--- src/rtl/axi_burst_frame_reader_pkg.sv ---
// Shared types and constants for the AXI burst frame reader.
// Build option: AXI_RD_BYTE_FLIP_EN (see top module).
package axi_rd_pkg;
    typedef enum logic [1:0] {IDLE, ADDR, DATA, DRAIN} rd_state_e;

    localparam logic [1:0] BURST_INCR = 2'b01;
    localparam logic [1:0] RESP_OKAY  = 2'b00;
    localparam logic [3:0] AR_CACHE   = 4'b0011;
    localparam logic [2:0] AR_PROT    = 3'b000;
    localparam logic [3:0] AR_QOS     = 4'b0000;

    function automatic int clog2(input int v);
        int r = 0;
        while ((1 << r) < v) r++;
        return r;
    endfunction

    function automatic int burst_bytes(input int blen, input int dw);
        return blen * dw / 8;
    endfunction
endpackage

--- src/rtl/axi_burst_frame_reader_if.sv ---
// AXI4 read channels plus the outgoing AXI-Stream, bundled for the frame reader.
interface axi_burst_frame_reader_if #(
    parameter int DATA_WIDTH = 64,
    parameter int ADDR_WIDTH = 32
);
    logic                  m_axi_arid;
    logic [ADDR_WIDTH-1:0] m_axi_araddr;
    logic [7:0]            m_axi_arlen;
    logic [2:0]            m_axi_arsize;
    logic [1:0]            m_axi_arburst;
    logic                  m_axi_arlock;
    logic [3:0]            m_axi_arcache;
    logic [2:0]            m_axi_arprot;
    logic [3:0]            m_axi_arqos;
    logic                  m_axi_arvalid;
    logic                  m_axi_arready;
    logic                  m_axi_rid;
    logic [DATA_WIDTH-1:0] m_axi_rdata;
    logic [1:0]            m_axi_rresp;
    logic                  m_axi_rlast;
    logic                  m_axi_rvalid;
    logic                  m_axi_rready;
    logic [DATA_WIDTH-1:0] M_RD_tdata;
    logic                  M_RD_tvalid;
    logic                  M_RD_tready;
    logic                  M_RD_tlast;

    modport master (
        output m_axi_arid, m_axi_araddr, m_axi_arlen, m_axi_arsize, m_axi_arburst,
               m_axi_arlock, m_axi_arcache, m_axi_arprot, m_axi_arqos, m_axi_arvalid,
        input  m_axi_arready,
        input  m_axi_rid, m_axi_rdata, m_axi_rresp, m_axi_rlast, m_axi_rvalid,
        output m_axi_rready,
        output M_RD_tdata, M_RD_tvalid, M_RD_tlast,
        input  M_RD_tready
    );

    modport slave (
        input  m_axi_arid, m_axi_araddr, m_axi_arlen, m_axi_arsize, m_axi_arburst,
               m_axi_arlock, m_axi_arcache, m_axi_arprot, m_axi_arqos, m_axi_arvalid,
        output m_axi_arready,
        output m_axi_rid, m_axi_rdata, m_axi_rresp, m_axi_rlast, m_axi_rvalid,
        input  m_axi_rready,
        input  M_RD_tdata, M_RD_tvalid, M_RD_tlast,
        output M_RD_tready
    );
endinterface

--- src/rtl/axi_burst_frame_reader_skid.sv ---
// Two-entry registered skid buffer: an output register plus one overflow slot.
module axi_rd_skid #(
    parameter int W = 65
) (
    input  logic         clk,
    input  logic         rst,
    input  logic         in_valid,
    output logic         in_ready,
    input  logic [W-1:0] in_data,
    output logic         out_valid,
    input  logic         out_ready,
    output logic [W-1:0] out_data
);
    logic         skid_valid;
    logic [W-1:0] skid_data;

    // Ready comes straight from a flop, so upstream never sees a combinational path.
    assign in_ready = !skid_valid;

    always_ff @(posedge clk or posedge rst) begin
        if (rst) begin
            out_valid  <= 1'b0;
            out_data   <= '0;
            skid_valid <= 1'b0;
            skid_data  <= '0;
        end else if (out_ready || !out_valid) begin
            if (skid_valid) begin
                out_valid  <= 1'b1;
                out_data   <= skid_data;
                skid_valid <= 1'b0;
            end else begin
                out_valid <= in_valid;
                if (in_valid) out_data <= in_data;
            end
        end else if (in_valid) begin
            skid_valid <= 1'b1;
            skid_data  <= in_data;
        end
    end
endmodule

--- src/rtl/axi_burst_frame_reader.sv ---
// Frame reader: back-to-back INCR bursts over a ring of frames, re-emitted as a stream.
// Define AXI_RD_BYTE_FLIP_EN to byte-reverse the stream data.
module axi_burst_frame_reader
    import axi_rd_pkg::*;
#(
    parameter int                    DATA_WIDTH      = 64,
    parameter int                    ADDR_WIDTH      = 32,
    parameter int                    BURST_LEN       = 16,
    parameter int                    FRAME_BURSTS    = 64,
    parameter int                    NUM_FRAMES      = 4,
    parameter logic [ADDR_WIDTH-1:0] BASE_ADDR       = '0,
    parameter int                    TLAST_PER_FRAME = 1
) (
    input  logic M_RD_aclk,
    input  logic M_RD_areset,
    input  logic i_start,
    output logic o_busy,
    output logic o_done,
    output logic o_err,
    axi_burst_frame_reader_if.master bus
);
    localparam int BC_W = clog2(FRAME_BURSTS) + 1;
    localparam int FI_W = clog2(NUM_FRAMES) + 1;
    localparam logic [ADDR_WIDTH-1:0] BURST_STEP = ADDR_WIDTH'(burst_bytes(BURST_LEN, DATA_WIDTH));
    localparam logic [ADDR_WIDTH-1:0] FRAME_STEP =
        ADDR_WIDTH'(FRAME_BURSTS * burst_bytes(BURST_LEN, DATA_WIDTH));

    rd_state_e             state;
    logic                  arvalid;
    logic [ADDR_WIDTH-1:0] araddr, frame_ptr;
    logic [FI_W-1:0]       frame_idx;
    logic [BC_W-1:0]       burst_cnt;
    logic                  skid_ready, rready, r_fire, last_burst, beat_last;
    logic                  out_valid;
    logic [DATA_WIDTH:0]   out_data;
    logic [DATA_WIDTH-1:0] beat_data, flip_data;
    logic                  unused_rid;

    assign unused_rid = bus.m_axi_rid;
    assign rready     = (state == DATA) && skid_ready;
    assign r_fire     = bus.m_axi_rvalid && rready;
    assign last_burst = (burst_cnt == BC_W'(FRAME_BURSTS - 1));
    assign beat_last  = (TLAST_PER_FRAME != 0) ? (bus.m_axi_rlast && last_burst) : bus.m_axi_rlast;

    assign bus.m_axi_arid    = 1'b0;
    assign bus.m_axi_araddr  = araddr;
    assign bus.m_axi_arlen   = 8'(BURST_LEN - 1);
    assign bus.m_axi_arsize  = 3'(clog2(DATA_WIDTH / 8));
    assign bus.m_axi_arburst = BURST_INCR;
    assign bus.m_axi_arlock  = 1'b0;
    assign bus.m_axi_arcache = AR_CACHE;
    assign bus.m_axi_arprot  = AR_PROT;
    assign bus.m_axi_arqos   = AR_QOS;
    assign bus.m_axi_arvalid = arvalid;
    assign bus.m_axi_rready  = rready;

    axi_rd_skid #(.W(DATA_WIDTH + 1)) u_skid (
        .clk       (M_RD_aclk),
        .rst       (M_RD_areset),
        .in_valid  (r_fire),
        .in_ready  (skid_ready),
        .in_data   ({beat_last, bus.m_axi_rdata}),
        .out_valid (out_valid),
        .out_ready (bus.M_RD_tready),
        .out_data  (out_data)
    );

    assign beat_data = out_data[DATA_WIDTH-1:0];

    always_comb begin
        flip_data = beat_data;
`ifdef AXI_RD_BYTE_FLIP_EN
        for (int b = 0; b < DATA_WIDTH / 8; b++)
            flip_data[8*b +: 8] = beat_data[DATA_WIDTH-8-8*b +: 8];
`endif
    end

    assign bus.M_RD_tdata  = flip_data;
    assign bus.M_RD_tvalid = out_valid;
    assign bus.M_RD_tlast  = out_data[DATA_WIDTH];

    always_ff @(posedge M_RD_aclk or posedge M_RD_areset) begin
        if (M_RD_areset) begin
            state     <= IDLE;
            arvalid   <= 1'b0;
            araddr    <= BASE_ADDR;
            frame_ptr <= BASE_ADDR;
            frame_idx <= '0;
            burst_cnt <= '0;
            o_busy    <= 1'b0;
            o_done    <= 1'b0;
            o_err     <= 1'b0;
        end else begin
            o_done <= 1'b0;
            if (r_fire && bus.m_axi_rresp != RESP_OKAY) o_err <= 1'b1;
            case (state)
                IDLE: if (i_start) begin
                    o_err     <= 1'b0;
                    o_busy    <= 1'b1;
                    arvalid   <= 1'b1;
                    araddr    <= frame_ptr;
                    burst_cnt <= '0;
                    state     <= ADDR;
                end
                ADDR: if (bus.m_axi_arready) begin
                    arvalid <= 1'b0;
                    state   <= DATA;
                end
                DATA: if (r_fire && bus.m_axi_rlast) begin
                    if (last_burst) begin
                        state <= DRAIN;
                    end else begin
                        burst_cnt <= burst_cnt + BC_W'(1);
                        araddr    <= araddr + BURST_STEP;
                        arvalid   <= 1'b1;
                        state     <= ADDR;
                    end
                end
                // No new beats arrive here, so an empty skid slot means the output reg holds the final beat.
                DRAIN: if (skid_ready && out_valid && bus.M_RD_tready) begin
                    o_done <= 1'b1;
                    o_busy <= 1'b0;
                    state  <= IDLE;
                    if (frame_idx == FI_W'(NUM_FRAMES - 1)) begin
                        frame_idx <= '0;
                        frame_ptr <= BASE_ADDR;
                    end else begin
                        frame_idx <= frame_idx + FI_W'(1);
                        frame_ptr <= frame_ptr + FRAME_STEP;
                    end
                end
                default: state <= IDLE;
            endcase
        end
    end
endmodule
--- src/flat_wrapper.sv ---
// flat-port wrapper written by rule: the top's interface ports become plain ports
module axi_burst_frame_reader_flat import axi_rd_pkg::*;
#(
    parameter int                    DATA_WIDTH      = 64,
    parameter int                    ADDR_WIDTH      = 32,
    parameter int                    BURST_LEN       = 16,
    parameter int                    FRAME_BURSTS    = 64,
    parameter int                    NUM_FRAMES      = 4,
    parameter logic [ADDR_WIDTH-1:0] BASE_ADDR       = '0,
    parameter int                    TLAST_PER_FRAME = 1
)
  (M_RD_aclk, M_RD_areset, i_start, o_busy, o_done, o_err, bus_m_axi_arid, bus_m_axi_araddr, bus_m_axi_arlen, bus_m_axi_arsize, bus_m_axi_arburst, bus_m_axi_arlock, bus_m_axi_arcache, bus_m_axi_arprot, bus_m_axi_arqos, bus_m_axi_arvalid, bus_m_axi_arready, bus_m_axi_rid, bus_m_axi_rdata, bus_m_axi_rresp, bus_m_axi_rlast, bus_m_axi_rvalid, bus_m_axi_rready, bus_M_RD_tdata, bus_M_RD_tvalid, bus_M_RD_tlast, bus_M_RD_tready);
  axi_burst_frame_reader_if #(.DATA_WIDTH(DATA_WIDTH), .ADDR_WIDTH(ADDR_WIDTH)) bus_i ();
  input  logic M_RD_aclk;
  input  logic M_RD_areset;
  input  logic i_start;
  output logic o_busy;
  output logic o_done;
  output logic o_err;
  output wire logic [$bits(bus_i.m_axi_arid)-1:0] bus_m_axi_arid;
  output wire logic [$bits(bus_i.m_axi_araddr)-1:0] bus_m_axi_araddr;
  output wire logic [$bits(bus_i.m_axi_arlen)-1:0] bus_m_axi_arlen;
  output wire logic [$bits(bus_i.m_axi_arsize)-1:0] bus_m_axi_arsize;
  output wire logic [$bits(bus_i.m_axi_arburst)-1:0] bus_m_axi_arburst;
  output wire logic [$bits(bus_i.m_axi_arlock)-1:0] bus_m_axi_arlock;
  output wire logic [$bits(bus_i.m_axi_arcache)-1:0] bus_m_axi_arcache;
  output wire logic [$bits(bus_i.m_axi_arprot)-1:0] bus_m_axi_arprot;
  output wire logic [$bits(bus_i.m_axi_arqos)-1:0] bus_m_axi_arqos;
  output wire logic [$bits(bus_i.m_axi_arvalid)-1:0] bus_m_axi_arvalid;
  input wire logic [$bits(bus_i.m_axi_arready)-1:0] bus_m_axi_arready;
  input wire logic [$bits(bus_i.m_axi_rid)-1:0] bus_m_axi_rid;
  input wire logic [$bits(bus_i.m_axi_rdata)-1:0] bus_m_axi_rdata;
  input wire logic [$bits(bus_i.m_axi_rresp)-1:0] bus_m_axi_rresp;
  input wire logic [$bits(bus_i.m_axi_rlast)-1:0] bus_m_axi_rlast;
  input wire logic [$bits(bus_i.m_axi_rvalid)-1:0] bus_m_axi_rvalid;
  output wire logic [$bits(bus_i.m_axi_rready)-1:0] bus_m_axi_rready;
  output wire logic [$bits(bus_i.M_RD_tdata)-1:0] bus_M_RD_tdata;
  output wire logic [$bits(bus_i.M_RD_tvalid)-1:0] bus_M_RD_tvalid;
  output wire logic [$bits(bus_i.M_RD_tlast)-1:0] bus_M_RD_tlast;
  input wire logic [$bits(bus_i.M_RD_tready)-1:0] bus_M_RD_tready;
  assign bus_m_axi_arid = bus_i.m_axi_arid;
  assign bus_m_axi_araddr = bus_i.m_axi_araddr;
  assign bus_m_axi_arlen = bus_i.m_axi_arlen;
  assign bus_m_axi_arsize = bus_i.m_axi_arsize;
  assign bus_m_axi_arburst = bus_i.m_axi_arburst;
  assign bus_m_axi_arlock = bus_i.m_axi_arlock;
  assign bus_m_axi_arcache = bus_i.m_axi_arcache;
  assign bus_m_axi_arprot = bus_i.m_axi_arprot;
  assign bus_m_axi_arqos = bus_i.m_axi_arqos;
  assign bus_m_axi_arvalid = bus_i.m_axi_arvalid;
  assign bus_i.m_axi_arready = bus_m_axi_arready;
  assign bus_i.m_axi_rid = bus_m_axi_rid;
  assign bus_i.m_axi_rdata = bus_m_axi_rdata;
  assign bus_i.m_axi_rresp = bus_m_axi_rresp;
  assign bus_i.m_axi_rlast = bus_m_axi_rlast;
  assign bus_i.m_axi_rvalid = bus_m_axi_rvalid;
  assign bus_m_axi_rready = bus_i.m_axi_rready;
  assign bus_M_RD_tdata = bus_i.M_RD_tdata;
  assign bus_M_RD_tvalid = bus_i.M_RD_tvalid;
  assign bus_M_RD_tlast = bus_i.M_RD_tlast;
  assign bus_i.M_RD_tready = bus_M_RD_tready;
  axi_burst_frame_reader #(.DATA_WIDTH(DATA_WIDTH), .ADDR_WIDTH(ADDR_WIDTH), .BURST_LEN(BURST_LEN), .FRAME_BURSTS(FRAME_BURSTS), .NUM_FRAMES(NUM_FRAMES), .BASE_ADDR(BASE_ADDR), .TLAST_PER_FRAME(TLAST_PER_FRAME)) u_core (.M_RD_aclk(M_RD_aclk), .M_RD_areset(M_RD_areset), .i_start(i_start), .o_busy(o_busy), .o_done(o_done), .o_err(o_err), .bus(bus_i));
endmodule
--- config.mk ---
export PLATFORM = sky130hd
export DESIGN_NAME = axi_burst_frame_reader_flat
export DESIGN_NICKNAME = d
export VERILOG_FILES = /design/src/rtl/axi_burst_frame_reader_pkg.sv /design/src/rtl/axi_burst_frame_reader_if.sv /design/src/rtl/axi_burst_frame_reader_skid.sv /design/src/rtl/axi_burst_frame_reader.sv /design/src/flat_wrapper.sv
export SDC_FILE = /design/constraint.sdc
export NUM_CORES = 1
export LEC_CHECK = 0
export BUFFER_PORTS_ARGS = -buffer_cell sky130_fd_sc_hd__buf_2
export CAP_MARGIN = 25
export CORE_ASPECT_RATIO = 1.4
export CORE_UTILIZATION = 40
export CTS_CLUSTER_DIAMETER = 120
export DETAILED_ROUTE_END_ITERATION = 8
export PLACE_DENSITY = 0.59
export SYNTH_ARGS = -nofsm -noshare
export SYNTH_HDL_FRONTEND = slang
export SYNTH_HIERARCHICAL = 1
export SYNTH_SLANG_ARGS = --single-unit
export TNS_END_PERCENT = 20
--- constraint.sdc ---
create_clock -name M_RD_aclk -period 7.49 [get_ports M_RD_aclk]
set_input_delay 1.498 -clock M_RD_aclk [delete_from_list [all_inputs] [get_ports M_RD_aclk]]
set_output_delay 1.498 -clock M_RD_aclk [all_outputs]
set_load 0.02 [all_outputs]
==> flow_summary.rst, run 1 <==
.. list-table::
   :header-rows: 1

   * - Metric
     - Value
   * - Outcome
     - finished, final reports clean
   * - Max VDD drop
     - 0.230 mV
   * - First-pass GRT wire length
     - around 34 mm
   * - Height of the chip
     - 184 µm
   * - Post_cts resized
     - 0
   * - Yosys warning count
     - 6
   * - Area delta synth->final
     - 15.7%
   * - CTS Root Cell
     - sky130_fd_sc_hd__clkbuf_16
   * - Starting utilization of the core area
     - 0.408
   * - Total design power
     - 4.26 mW
   * - Detailed placer's ending HPWL
     - 14.1 mm
   * - Number of antenna repair diodes
     - 0
   * - Clock latency on the worst-skew pair
     - about 0.43 ns
   * - Element type at the critical path end
     - register
   * - Die boundary width
     - approximately 130 µm
   * - Maximum net fanout on the critical path
     - between 40 and 50
   * - Largest net degree at the start of global routing
     - 67
   * - Total power divided by cell area
     - 387 nW/µm²
   * - Detailed-route DRC error count
     - 0
   * - Die area
     - approximately 24000 µm²
   * - Data arrival at the endpoint of the critical path
     - 4.17 ns
   * - Minimum clock period after layout
     - 3.85 ns
   * - GRT Resource Usage Total
     - 0.178
   * - Largest area contributor in the netlist
     - sky130_fd_sc_hd__dfrtp_1
   * - Number of CTS-inserted buffers
     - 17
   * - Most frequent standard cell in the layout excluding fill and tap cells
     - sky130_fd_sc_hd__dfrtp_1
   * - Detailed Route WL
     - 21.0 mm
   * - Average instance area after synthesis
     - between 10 and 15 µm²
   * - Data required time of the critical path
     - 7.81 ns
   * - Placed standard-cell area
     - 10400 µm²
   * - Initial antenna violation count
     - 0
   * - Type of origin of the critical path
     - input pin
   * - Average via count per standard cell
     - around 5.2
   * - Timing-limited maximum frequency
     - roughly 0.26 GHz
   * - Clock tree from TritonCTS
     - built
   * - Sequential cell area fraction in the yosys report
     - 0.505
   * - 1st-iter DRT viols
     - roughly 290
   * - H-tree Lvls
     - 4
   * - Cell variety after synth
     - 62
   * - Leak pwr
     - approximately 5.2 nW
   * - Actual transition at the worst max-transition pin
     - 1.10 ns
   * - Final hold violation count
     - 0
   * - Number of clock sinks
     - 192
   * - Cells taking the most area after synthesis
     - sky130_fd_sc_hd__dfrtp_1 51%, sky130_fd_sc_hd__mux2_1 11%, sky130_fd_sc_hd__mux2_4 7.9%
   * - IO Count
     - between 200 and 250
   * - Floorplan core area
     - 23300 µm²
   * - Synthesized instance count
     - 752
   * - Flip-flop cell with the highest count after synthesis
     - sky130_fd_sc_hd__dfrtp_1
   * - Number of enable-type register cells in the synthesized netlist
     - 0
   * - Top library cells by usage in the layout, fill and taps aside
     - 191 x sky130_fd_sc_hd__dfrtp_1, 168 x sky130_fd_sc_hd__buf_2, 90 x sky130_fd_sc_hd__mux2_1, 55 x sky130_fd_sc_hd__mux2_2, 50 x sky130_fd_sc_hd__mux2_4
   * - Setup violators final
     - 0
   * - Cell Area, Synth
     - 9510 µm²
   * - WHS
     - 0.488 ns
   * - Hold Buf Count CTS
     - 0
   * - Number of detailed-route iterations in the first pass
     - 5
   * - Vias
     - ~6300
   * - Critical path start-end classification
     - input pin to register
   * - Remaining antenna violation count after routing
     - 0
   * - Max cap viols
     - 0
   * - Final weighted congestion in routability-driven placement
     - 0.875
   * - Design Area, Final
     - 11000 µm²
   * - Max-slew headroom
     - 0.267
   * - Path class of the lowest-slack min-delay path
     - register to register
   * - Clock Skew
     - 0.0137 ns
   * - Post CTS Setup Buffer Count
     - 0
   * - Max-slew violation count
     - 0
   * - Final Cycle Share
     - 0.514
   * - Final Net Count
     - between 900 and 1000
   * - Setup tns final
     - 0 ns
   * - Total overflow reported by the global router
     - 0
   * - Ratio of cells with drive above 1 in the final layout
     - 0.358
   * - Flop and latch count out of synthesis
     - around 190
   * - Area share of the leading cell type in the synthesized netlist
     - 0.505
   * - Cell row count
     - 66
   * - Post-synth ARST share
     - 1.00
   * - Placement-stage worst setup slack
     - 3.14 ns
   * - Reg-to-reg slack, setup
     - just over 4 ns
   * - Setup repair after global routing missed its margin
     - false
   * - IO Port Bufs
     - 168
   * - Vias in the first global route
     - 6296
   * - Wire length per cell after detailed routing
     - 17.1 µm
   * - Clock Path Buffers
     - 2
   * - Reg clk slew, reported paths
     - around 0.07 ns
   * - Post-route setup slack
     - 3.64 ns
[critical path, stage by stage]
cell,delay (ns)
sky130_fd_sc_hd__buf_2,0.09
sky130_fd_sc_hd__and4b_1,0.45
sky130_fd_sc_hd__nor2_1,0.16
sky130_fd_sc_hd__nor2_4,0.73
sky130_fd_sc_hd__buf_4,0.79
sky130_fd_sc_hd__mux2_2,0.41
[synth_stat cells, types with 2 or more instances]
master and count:
sky130_fd_sc_hd__dfrtp_1 192, sky130_fd_sc_hd__mux2_1 90, sky130_fd_sc_hd__mux2_2 55, sky130_fd_sc_hd__mux2_4 50, sky130_fd_sc_hd__nand2_1 43, sky130_fd_sc_hd__buf_4 36
sky130_fd_sc_hd__a21oi_1 35, sky130_fd_sc_hd__nor2_1 34, sky130_fd_sc_hd__o21ai_0 29, sky130_fd_sc_hd__buf_6 21, sky130_fd_sc_hd__nand3_1 20, sky130_fd_sc_hd__nand4_1 11
sky130_fd_sc_hd__and3_1 8, sky130_fd_sc_hd__buf_2 8, sky130_fd_sc_hd__inv_1 8, sky130_fd_sc_hd__nor3_1 8, sky130_fd_sc_hd__and4_1 7, sky130_fd_sc_hd__o22ai_1 7
sky130_fd_sc_hd__xnor2_1 7, sky130_fd_sc_hd__or3_1 6, sky130_fd_sc_hd__xor2_1 6, sky130_fd_sc_hd__and2_1 5, sky130_fd_sc_hd__clkbuf_1 5, sky130_fd_sc_hd__o22a_1 5
sky130_fd_sc_hd__a31oi_1 4, sky130_fd_sc_hd__ha_1 4, sky130_fd_sc_hd__nand2b_1 4, sky130_fd_sc_hd__a21boi_0 2, sky130_fd_sc_hd__a2bb2oi_1 2, sky130_fd_sc_hd__a41o_1 2
sky130_fd_sc_hd__conb_1 2, sky130_fd_sc_hd__nand3_2 2, sky130_fd_sc_hd__nor4_4 2, sky130_fd_sc_hd__o21a_1 2, sky130_fd_sc_hd__o2bb2ai_1 2, sky130_fd_sc_hd__o41ai_1 2
[power breakdown]
group	switching, mW	internal [mW]
combinational	0.856	0.716
clock	0.394	0.585
sequential	0.269	1.44
total	1.52	2.74
[sequential cells by signal, summed over array words and instances (netlist names)]
register / flops
u_core/o_done: 1
u_core/u_skid/skid_data: 65
u_core/u_skid/out_data: 65
u_core/u_skid/out_valid: 1
u_core/bus.m_axi_araddr: 25
u_core/u_skid/skid_valid: 1
u_core/state: 2
u_core/o_busy: 1
u_core/frame_ptr: 19
u_core/bus.m_axi_arvalid: 1
u_core/o_err: 1
u_core/frame_idx: 3
u_core/burst_cnt: 7
[stage by stage]
step,util,std cells
finish,0.473,1224
global route,0.473,1224
CTS,0.473,1224
detailed placement,0.446,1193
global placement,0.444,1192
floorplan,-,783
[cell families after synthesis]
group	after synthesis	share of synthesized area
AOI/OAI and AO/OA	106	0.0698
xor gates and xnor gates	13	0.0120
adders and majority gates	4	0.00526
buffers and inverters	79	0.0630
DFF	192	0.505
muxes	195	0.251
other	2	0.000789
and+or+nand+nor	161	0.0935
[layer usage]
metal / track usage / routed length (µm)
met1: 0.226 / 9420
met2: 0.299 / 10200
met3: 0.0404 / 982
met4: 0.0602 / 374
met5: 0 / 0
[worst paths after layout]
kind	start	to	depth (start not counted)
setup / recovery	bus_m_axi_rvalid	u_core/u_skid/out_data[63]	6
hold / removal	u_core/u_skid/skid_data[11]	u_core/u_skid/skid_data[11]	1
setup reg to reg	u_core/u_skid/skid_valid	u_core/u_skid/out_data[63]	5
hold reg to reg	u_core/u_skid/skid_data[11]	u_core/u_skid/skid_data[11]	1
max in group asynchronous	M_RD_areset	u_core/u_skid/out_data[45]	4
min in group asynchronous	M_RD_areset	u_core/o_busy	2
[cell type report]
cell class	instances	area, µm²
Timing Repair Buffer	174	906
Fill cell	2152	12300
Sequential cell	192	4810
Tap cell	306	383
Inverter	9	38.8
Clock inverter	9	156
Multi-Input combinational cell	512	4240
Clock buffer	22	474
Power figures use the tool's default switching activity.
==> inputs of run 2 (changes only) <==
Settings changed: ABC_AREA set to 1, PLACE_DENSITY 0.59 to 0.58.
Clock period 7.49 ns to 4 ns, I/O delays scaled along.
==> run 2 against run 1 <==
Against the previous run:
- via count grew 37%
- utilization shrank 0.20 points
- die area grew 3.2%
- setup slack lost 2.7 ns
- cell count grew 50%
- design area grew 2.9%
- area after synthesis grew 3.2%
- clock power grew 74%
- count of clock-buffer cells in the layout shrank 4
- non-clock buffer count grew 8
- global-route usage grew 3.0 points
- highest routed layer is now met5
- synthesized cell count grew 82%
==> flow_summary.rst, run 2 <==
.. list-table::
   :header-rows: 1

   * - Metric
     - Value
   * - Outcome
     - finished, final reports clean
   * - Post-synth ARST share
     - 1.00
   * - Most frequent standard cell in the layout excluding fill and tap cells
     - sky130_fd_sc_hd__nand2_1
   * - Logic depth of the worst setup path including buffers
     - 5
   * - IO Port Bufs
     - 168
   * - H-tree Lvls
     - 4
   * - Path class of the lowest-slack min-delay path
     - input pin to async pin
   * - Vias in the first global route
     - 8049
   * - Element type at the critical path end
     - output port
   * - Library cell with the highest instance count after synthesis
     - sky130_fd_sc_hd__nand2_1
   * - Sequential cell area fraction in the yosys report
     - 0.489
   * - Final Net Count
     - 1587
   * - Average instance area after synthesis
     - 7.18 µm²
   * - Portion of total power attributed to the clock network
     - 0.234
   * - Adder-cell share of the synthesized area
     - 0.00510
   * - Setup tns final
     - 0 ns
   * - Reg-to-reg slack, setup
     - 1.35 ns
   * - CTS Root Cell
     - sky130_fd_sc_hd__clkbuf_16
   * - Crit path cell chain
     - inv_2 > nor2_2 > inv_1 > nor2_1 > buf_2
   * - Slowest stage delay, CP
     - 0.46 ns
   * - End of the worst register-to-register path
     - u_core/u_skid/out_data[8]
   * - Cells taking the most area after synthesis
     - sky130_fd_sc_hd__dfrtp_1 49%, sky130_fd_sc_hd__nand2_1 30%, sky130_fd_sc_hd__buf_4 3.1%
   * - Timing-limited maximum frequency
     - 0.332 GHz
   * - Post_cts resized
     - 0
   * - IO Count
     - approximately 200
   * - Sw Pwr
     - between 2 and 3 mW
   * - Setup repair after global routing missed its margin
     - false
   * - Detailed placer's ending HPWL
     - 17.2 mm
   * - Hold Buf Count CTS
     - 0
   * - Synthesized instance count
     - 1367
   * - Post CTS Setup Buffer Count
     - 0
   * - Largest net degree at the start of global routing
     - 67
   * - Floorplan core area
     - approximately 24000 µm²
   * - Wire length per cell after detailed routing
     - 13.9 µm
   * - Total overflow reported by the global router
     - 0
   * - Detailed Route WL
     - 25.4 mm
   * - Switching part of the total
     - 0.400
   * - WHS
     - between 0.3 and 0.4 ns
   * - Remaining antenna violation count after routing
     - 0
   * - Cell class contributing the biggest share of worst-path delay
     - buffers and inverters
   * - Area delta synth->final
     - 15.3%
   * - Final weighted congestion in routability-driven placement
     - 0.856
   * - Cell Area, Synth
     - 9820 µm²
   * - Ratio of cells with drive above 1 in the final layout
     - 0.155
   * - Clock Skew
     - 0.0151 ns
   * - Simple-gate portion of the synthesized area
     - 0.375
   * - Flop and latch count out of synthesis
     - 192
   * - Start of the worst register-to-register path
     - u_core/u_skid/skid_valid
   * - Cell variety after synth
     - 31
   * - Top library cells by usage in the layout, fill and taps aside
     - 771 x sky130_fd_sc_hd__nand2_1, 191 x sky130_fd_sc_hd__dfrtp_1, 168 x sky130_fd_sc_hd__buf_2, 72 x sky130_fd_sc_hd__nor2_1, 64 x sky130_fd_sc_hd__inv_1
   * - Buffering stage count on the worst path with inverters included
     - 3
   * - Clock tree from TritonCTS
     - built
   * - Cell row count
     - 67
   * - Final Cycle Share
     - 0.754
   * - Average via count per standard cell
     - between 4 and 5
   * - Data arrival at the endpoint of the critical path
     - 2.21 ns
   * - 1st-iter DRT viols
     - 491
   * - GRT Resource Usage Total
     - 0.208
   * - Number of detailed-route iterations in the first pass
     - 5
   * - Cell with the largest stage delay on the worst path
     - sky130_fd_sc_hd__inv_1
   * - Leak pwr
     - 6.39 nW
   * - Maximum net fanout on the critical path
     - 20
   * - Crit path launch
     - u_core/state[1]
   * - Max-slew headroom
     - 0.491
   * - Synth Area in Compound Gates
     - 0.0375
   * - Max cap viols
     - 0
   * - Number of clock sinks
     - 192
   * - XOR/XNOR Fraction of Synth Area
     - 0.00268
   * - Max-slew violation count
     - 0
   * - Largest area contributor in the netlist
     - sky130_fd_sc_hd__dfrtp_1
   * - Initial antenna violation count
     - 2
   * - Detailed-route DRC error count
     - 0
   * - Setup violators final
     - 0
   * - Yosys warning count
     - 6
   * - Multiplexer share of the synthesized area
     - 0
   * - Minimum clock period after layout
     - ~3.0 ns
   * - Filler cell count in the final layout
     - about 2500
   * - Starting utilization of the core area
     - 0.408
   * - Data required time of the critical path
     - 3.20 ns
   * - Vias
     - 8658
   * - Flip-flop cell with the highest count after synthesis
     - sky130_fd_sc_hd__dfrtp_1
   * - Critical path start-end classification
     - register to output port
   * - Largest family of logic cells by synthesized area
     - simple AND/OR/NAND/NOR gates
   * - Number of enable-type register cells in the synthesized netlist
     - 0
   * - Top cells by instance count after synthesis
     - 773 x sky130_fd_sc_hd__nand2_1, 192 x sky130_fd_sc_hd__dfrtp_1, 74 x sky130_fd_sc_hd__nor2_1
   * - Die boundary width
     - about 130 µm
   * - Reg clk slew, reported paths
     - 0.07 ns
   * - Int Pwr
     - 4.36 mW
   * - Fraction of power consumed by sequential logic
     - 0.424
   * - Die area
     - 25200 µm²
   * - Clock Path Buffers
     - 2
   * - Height of the chip
     - roughly 190 µm
   * - Max VDD drop
     - 0.373 mV
   * - Total power divided by cell area
     - about 640 nW/µm²
   * - Actual transition at the worst max-transition pin
     - 0.764 ns
   * - Number of cells on the worst reg-to-reg path
     - 8
   * - Final hold violation count
     - 0
   * - Type of origin of the critical path
     - register
   * - Number of CTS-inserted buffers
     - 17
   * - Last element of the critical path
     - bus_m_axi_rready
   * - Clock latency on the worst-skew pair
     - 0.44 ns
   * - Proportion of power drawn by combinational gates
     - 0.342
   * - Area share of the leading cell type in the synthesized netlist
     - 0.489
   * - First-pass GRT wire length
     - 41.2 mm
[run 2: changes by cell type after synthesis, moves of 14 or more]
cell	previous run	this run
sky130_fd_sc_hd__buf_6	21	7
sky130_fd_sc_hd__nor2_1	34	74
sky130_fd_sc_hd__buf_2	8	32
sky130_fd_sc_hd__mux2_4	50	0
sky130_fd_sc_hd__nand2_1	43	773
sky130_fd_sc_hd__mux2_1	90	0
sky130_fd_sc_hd__mux2_2	55	0
sky130_fd_sc_hd__inv_1	8	66
sky130_fd_sc_hd__nand3_1	20	54
[run 2: worst min-delay path by stage]
stage,depth (start not counted),startpoint,to,slack [ns]
2_1_floorplan,2,u_core/frame_idx[1],u_core/frame_idx[1],0.45
3_3_place_gp,2,u_core/bus.m_axi_arvalid,u_core/bus.m_axi_arvalid,0.46
3_5_place_dp,2,u_core/u_skid/out_data[47],u_core/u_skid/out_data[47],0.46
4_1_cts,2,M_RD_areset,u_core/bus.m_axi_araddr[8],0.33
5_1_grt,2,M_RD_areset,u_core/burst_cnt[0],0.35
6_report,2,M_RD_areset,u_core/bus.m_axi_araddr[8],0.34
[run 2: power groups by stage]
| stage | clock network (mW) | logic (mW) | registers (mW) |
|---|---|---|---|
| 6_report | 1.70 | 2.48 | 3.08 |
| 4_1_cts | 1.76 | 2.52 | 3.08 |
| 5_1_grt | 1.83 | 2.78 | 3.17 |
| 3_5_place_dp | 0 | 2.51 | 3.11 |
| 3_3_place_gp | 0 | 2.46 | 3.10 |
| 2_1_floorplan | 0 | 1.31 | 3.49 |
[run 2: routing by layer]
layer / track usage / vias to the layer above / wire length, µm
met5: 0 / - / 13
met4: 0.0661 / 2 / 410
met3: 0.0404 / 28 / 1190
met2: 0.360 / 189 / 12700
met1: 0.259 / 4030 / 11000
li1: - / 4409 / -
[run 2: worst register-to-register path, cell delays in order (launching register included)]
cell and delay (ns):
sky130_fd_sc_hd__dfrtp_2 0.41, sky130_fd_sc_hd__inv_2 0.55, sky130_fd_sc_hd__nand3_1 0.21, sky130_fd_sc_hd__inv_1 0.17, sky130_fd_sc_hd__nor2_1 0.11, sky130_fd_sc_hd__nor2_4 0.66, sky130_fd_sc_hd__buf_12 0.30, sky130_fd_sc_hd__nand2_1 0.11
sky130_fd_sc_hd__nand2_1 0.07
[run 2: final cells by class]
cell class / instances / area [µm²] / area share
flip-flops and latches: 192 / 4810 / 0.424
multi-input cells: 1043 / 4270 / 0.377
repair buffers: 182 / 1010 / 0.0891
clock buffers: 18 / 429 / 0.0379
well taps: 310 / 388 / 0.0343
inverters: 73 / 278 / 0.0245
clock inverters: 11 / 144 / 0.0127
diodes: 1 / 2.50 / 0.000221
[run 2: kinds of logic after synthesis]
logic type	after synthesis
AND/OR/NAND/NOR	935
other	2
AO/OA/AOI/OAI	68
adder cells (fa/ha/maj)	4
flip-flops	192
XOR/XNOR	3
buffers and inverters	163
[run 2: metrics by stage]
step,utilization,area (µm²),power [mW],instances,worst slack (ns)
after detailed placement,0.447,10700,5.62,1800,1.39
final,0.471,11300,7.27,1830,0.985
after global placement,0.446,10700,5.56,1799,1.40
after CTS,0.471,11300,7.37,1829,0.938
after global routing,0.471,11300,7.79,1829,0.781
after floorplan,-,9940,4.81,1398,1.56
==> inputs of run 3 (changes only) <==
Settings changed: ABC_AREA 1 to 0, PLACE_DENSITY 0.58 to 0.61.
Clock period 4 ns to 2.7 ns, I/O delays scaled along.
==> run 3 against run 2 <==
Against the previous run:
- utilization rose by 0.77 points
- setup slack got worse by 0.59 ns
- clock power rose by 42%
- global-route usage fell by 2.8 points
- sequential share of layout area rose by 0.71 points
- sequential power rose by 53%
- routed wire length fell by 17%
- design area fell by 1.6%
- non-clock buffer count rose by 10
- critical endpoint is now u_core/u_skid/out_data[24]
- highest routed layer unchanged
==> flow_summary.rst, run 3 (synthesis gave the netlist of run 1 again) <==
.. list-table::
   :header-rows: 1

   * - Metric
     - Value
   * - Outcome
     - finished, final reports clean
   * - Detailed Route WL
     - 21.0 mm
   * - Wire length per cell after detailed routing
     - roughly 17 µm
   * - Post_cts resized
     - 0
   * - Max-slew violation count
     - 0
   * - Post-layout util
     - 0.478
   * - Remaining antenna violation count after routing
     - 0
   * - Detailed placer's ending HPWL
     - 14.6 mm
   * - H-tree Lvls
     - 4
   * - Placement-stage worst setup slack
     - 0.233 ns
   * - WHS
     - 0.178 ns
   * - Height of the chip
     - 184 µm
   * - Start of the worst register-to-register path
     - u_core/u_skid/skid_valid
   * - Total power divided by cell area
     - 1050 nW/µm²
   * - End of the worst register-to-register path
     - u_core/u_skid/out_data[24]
   * - Crit path cell chain
     - inv_1 > and4b_1 > nor2_1 > nor2_4 > buf_4 > mux2_4
   * - Initial antenna violation count
     - 1
   * - Vias in the first global route
     - 6412
   * - Die area
     - 24400 µm²
   * - Average via count per standard cell
     - 5.16
   * - Max-slew headroom
     - 0.377
   * - Clock Skew
     - 0.0108 ns
   * - Number of detailed-route iterations in the first pass
     - 5
   * - Leak pwr
     - 5.26 nW
   * - Fraction of power consumed by sequential logic
     - 0.403
   * - Cell with the largest stage delay on the worst path
     - sky130_fd_sc_hd__nor2_4
   * - Most frequent standard cell in the layout excluding fill and tap cells
     - sky130_fd_sc_hd__dfrtp_1
   * - Reg clk slew, reported paths
     - 0.07 ns
   * - Number of antenna repair diodes
     - 0
   * - Buffering stage count on the worst path with inverters included
     - 2
   * - Clock Path Buffers
     - 2
   * - Clock latency on the worst-skew pair
     - 0.44 ns
   * - GRT Resource Usage Total
     - 0.180
   * - Sw Pwr
     - 4.28 mW
   * - Final weighted congestion in routability-driven placement
     - 0.944
   * - Element type at the critical path end
     - register
   * - Total area of multi-input combinational cells
     - 4240 µm²
   * - IO Port Bufs
     - 168
   * - Portion of total power attributed to the clock network
     - 0.206
   * - Proportion of power drawn by combinational gates
     - 0.391
   * - Clock tree from TritonCTS
     - built
   * - Critical path start-end classification
     - register to register
   * - Floorplan core area
     - 23300 µm²
   * - Placed standard-cell area
     - 10600 µm²
   * - Final hold violation count
     - 0
   * - Area delta synth->final
     - 17.1%
   * - CTS Root Cell
     - sky130_fd_sc_hd__clkbuf_16
   * - Reg-to-reg slack, setup
     - 0.39 ns
   * - Largest net degree at the start of global routing
     - 66
   * - Max cap viols
     - 0
   * - Hold Buf Count CTS
     - 0
   * - First-pass GRT wire length
     - 34.4 mm
   * - Timing-limited maximum frequency
     - 0.433 GHz
   * - Ratio of cells with drive above 1 in the final layout
     - 0.372
   * - Footprint of the flip-flops and latches
     - between 4000 and 5000 µm²
   * - Setup repair after global routing missed its margin
     - false
   * - Data required time of the critical path
     - around 3.0 ns
   * - Final Net Count
     - 1002
   * - Cell class contributing the biggest share of worst-path delay
     - simple AND/OR/NAND/NOR gates
   * - IO Count
     - approximately 200
   * - Max VDD drop
     - 0.569 mV
   * - Number of clock sinks
     - 192
   * - Post CTS Setup Buffer Count
     - 0
   * - Logic depth of the worst setup path including buffers
     - 6
   * - Design Area, Final
     - around 11000 µm²
   * - Detailed-route DRC error count
     - 0
   * - Number of CTS-inserted buffers
     - 17
   * - Cell row count
     - 66
   * - Final Cycle Share
     - 0.854
   * - Die boundary width
     - 132 µm
   * - Actual transition at the worst max-transition pin
     - 0.934 ns
   * - Setup violators final
     - 0
   * - Minimum clock period after layout
     - 2.31 ns
   * - Int Pwr
     - about 7.4 mW
   * - Top library cells by usage in the layout, fill and taps aside
     - 191 x sky130_fd_sc_hd__dfrtp_1, 168 x sky130_fd_sc_hd__buf_2, 90 x sky130_fd_sc_hd__mux2_1, 55 x sky130_fd_sc_hd__mux2_2, 50 x sky130_fd_sc_hd__mux2_4
   * - Type of origin of the critical path
     - register
   * - Data arrival at the endpoint of the critical path
     - 2.63 ns
   * - Maximum net fanout on the critical path
     - 9
   * - Path class of the lowest-slack min-delay path
     - input pin to async pin
   * - 1st-iter DRT viols
     - between 300 and 400
   * - Vias
     - around 6400
   * - Number of cells on the worst reg-to-reg path
     - 6
   * - Total overflow reported by the global router
     - 0
   * - Slowest stage delay, CP
     - between 0.4 and 0.5 ns
   * - Starting utilization of the core area
     - 0.408
   * - Last element of the critical path
     - u_core/u_skid/out_data[24]
   * - Setup tns final
     - 0 ns
   * - Filler cell count in the final layout
     - 2146
   * - Post-route setup slack
     - just under 0.4 ns
   * - Crit path launch
     - u_core/u_skid/skid_valid
   * - Switching part of the total
     - 0.366
## run 3: how the worst min path moves through the flow
stage                                 from                     endpoint  depth (start not counted)
2_1_floorplan          u_core/frame_idx[1]          u_core/frame_idx[1]                          2
3_3_place_gp   u_core/u_skid/skid_data[62]  u_core/u_skid/skid_data[62]                          1
3_5_place_dp                 u_core/o_busy                u_core/o_busy                          1
4_1_cts                        M_RD_areset                u_core/o_done                          3
5_1_grt                        M_RD_areset      u_core/u_skid/out_valid                          2
6_report                       M_RD_areset      u_core/u_skid/out_valid                          2
## run 3: final cells by class
type                       count  share of cell area
clock inverter                13              0.0100
clock buffer                  19              0.0398
multi-input combinational    512               0.380
tap                          306              0.0344
sequential                   192               0.431
timing repair buffer         192               0.101
inverter                       9             0.00337
## run 3: worst reg2reg max path: stages (launching register included)
cell and delay [ns]:
sky130_fd_sc_hd__dfrtp_2 0.41, sky130_fd_sc_hd__inv_1 0.11, sky130_fd_sc_hd__and4b_1 0.44, sky130_fd_sc_hd__nor2_1 0.17, sky130_fd_sc_hd__nor2_4 0.45, sky130_fd_sc_hd__buf_4 0.29
sky130_fd_sc_hd__mux2_4 0.32
## run 3: metrics by stage
stage / total power [mW] / instances
floorplan: 7.96 / 783
finish: 11.7 / 1243
CTS: 11.8 / 1243
global route: 12.4 / 1243
global placement: 9.26 / 1211
detailed placement: 9.37 / 1211
## run 3: power groups by stage
stage | clock [mW] | sequential [mW] | combinational [mW]
after CTS | 2.50 | 4.71 | 4.63
after global routing | 2.61 | 4.86 | 4.93
after floorplan | 0 | 5.45 | 2.51
after global placement | 0 | 4.72 | 4.54
final | 2.42 | 4.71 | 4.58
after detailed placement | 0 | 4.76 | 4.61
## run 3: per-layer routing
layer | global-route usage | vias to the layer above | part of all wire
met2 | 0.301 | 187 | 0.49
met4 | 0.0736 | 2 | 0.024
li1 | - | 2983 | -
met3 | 0.0399 | 32 | 0.048
met5 | 0 | - | 0.00062
met1 | 0.226 | 3204 | 0.44
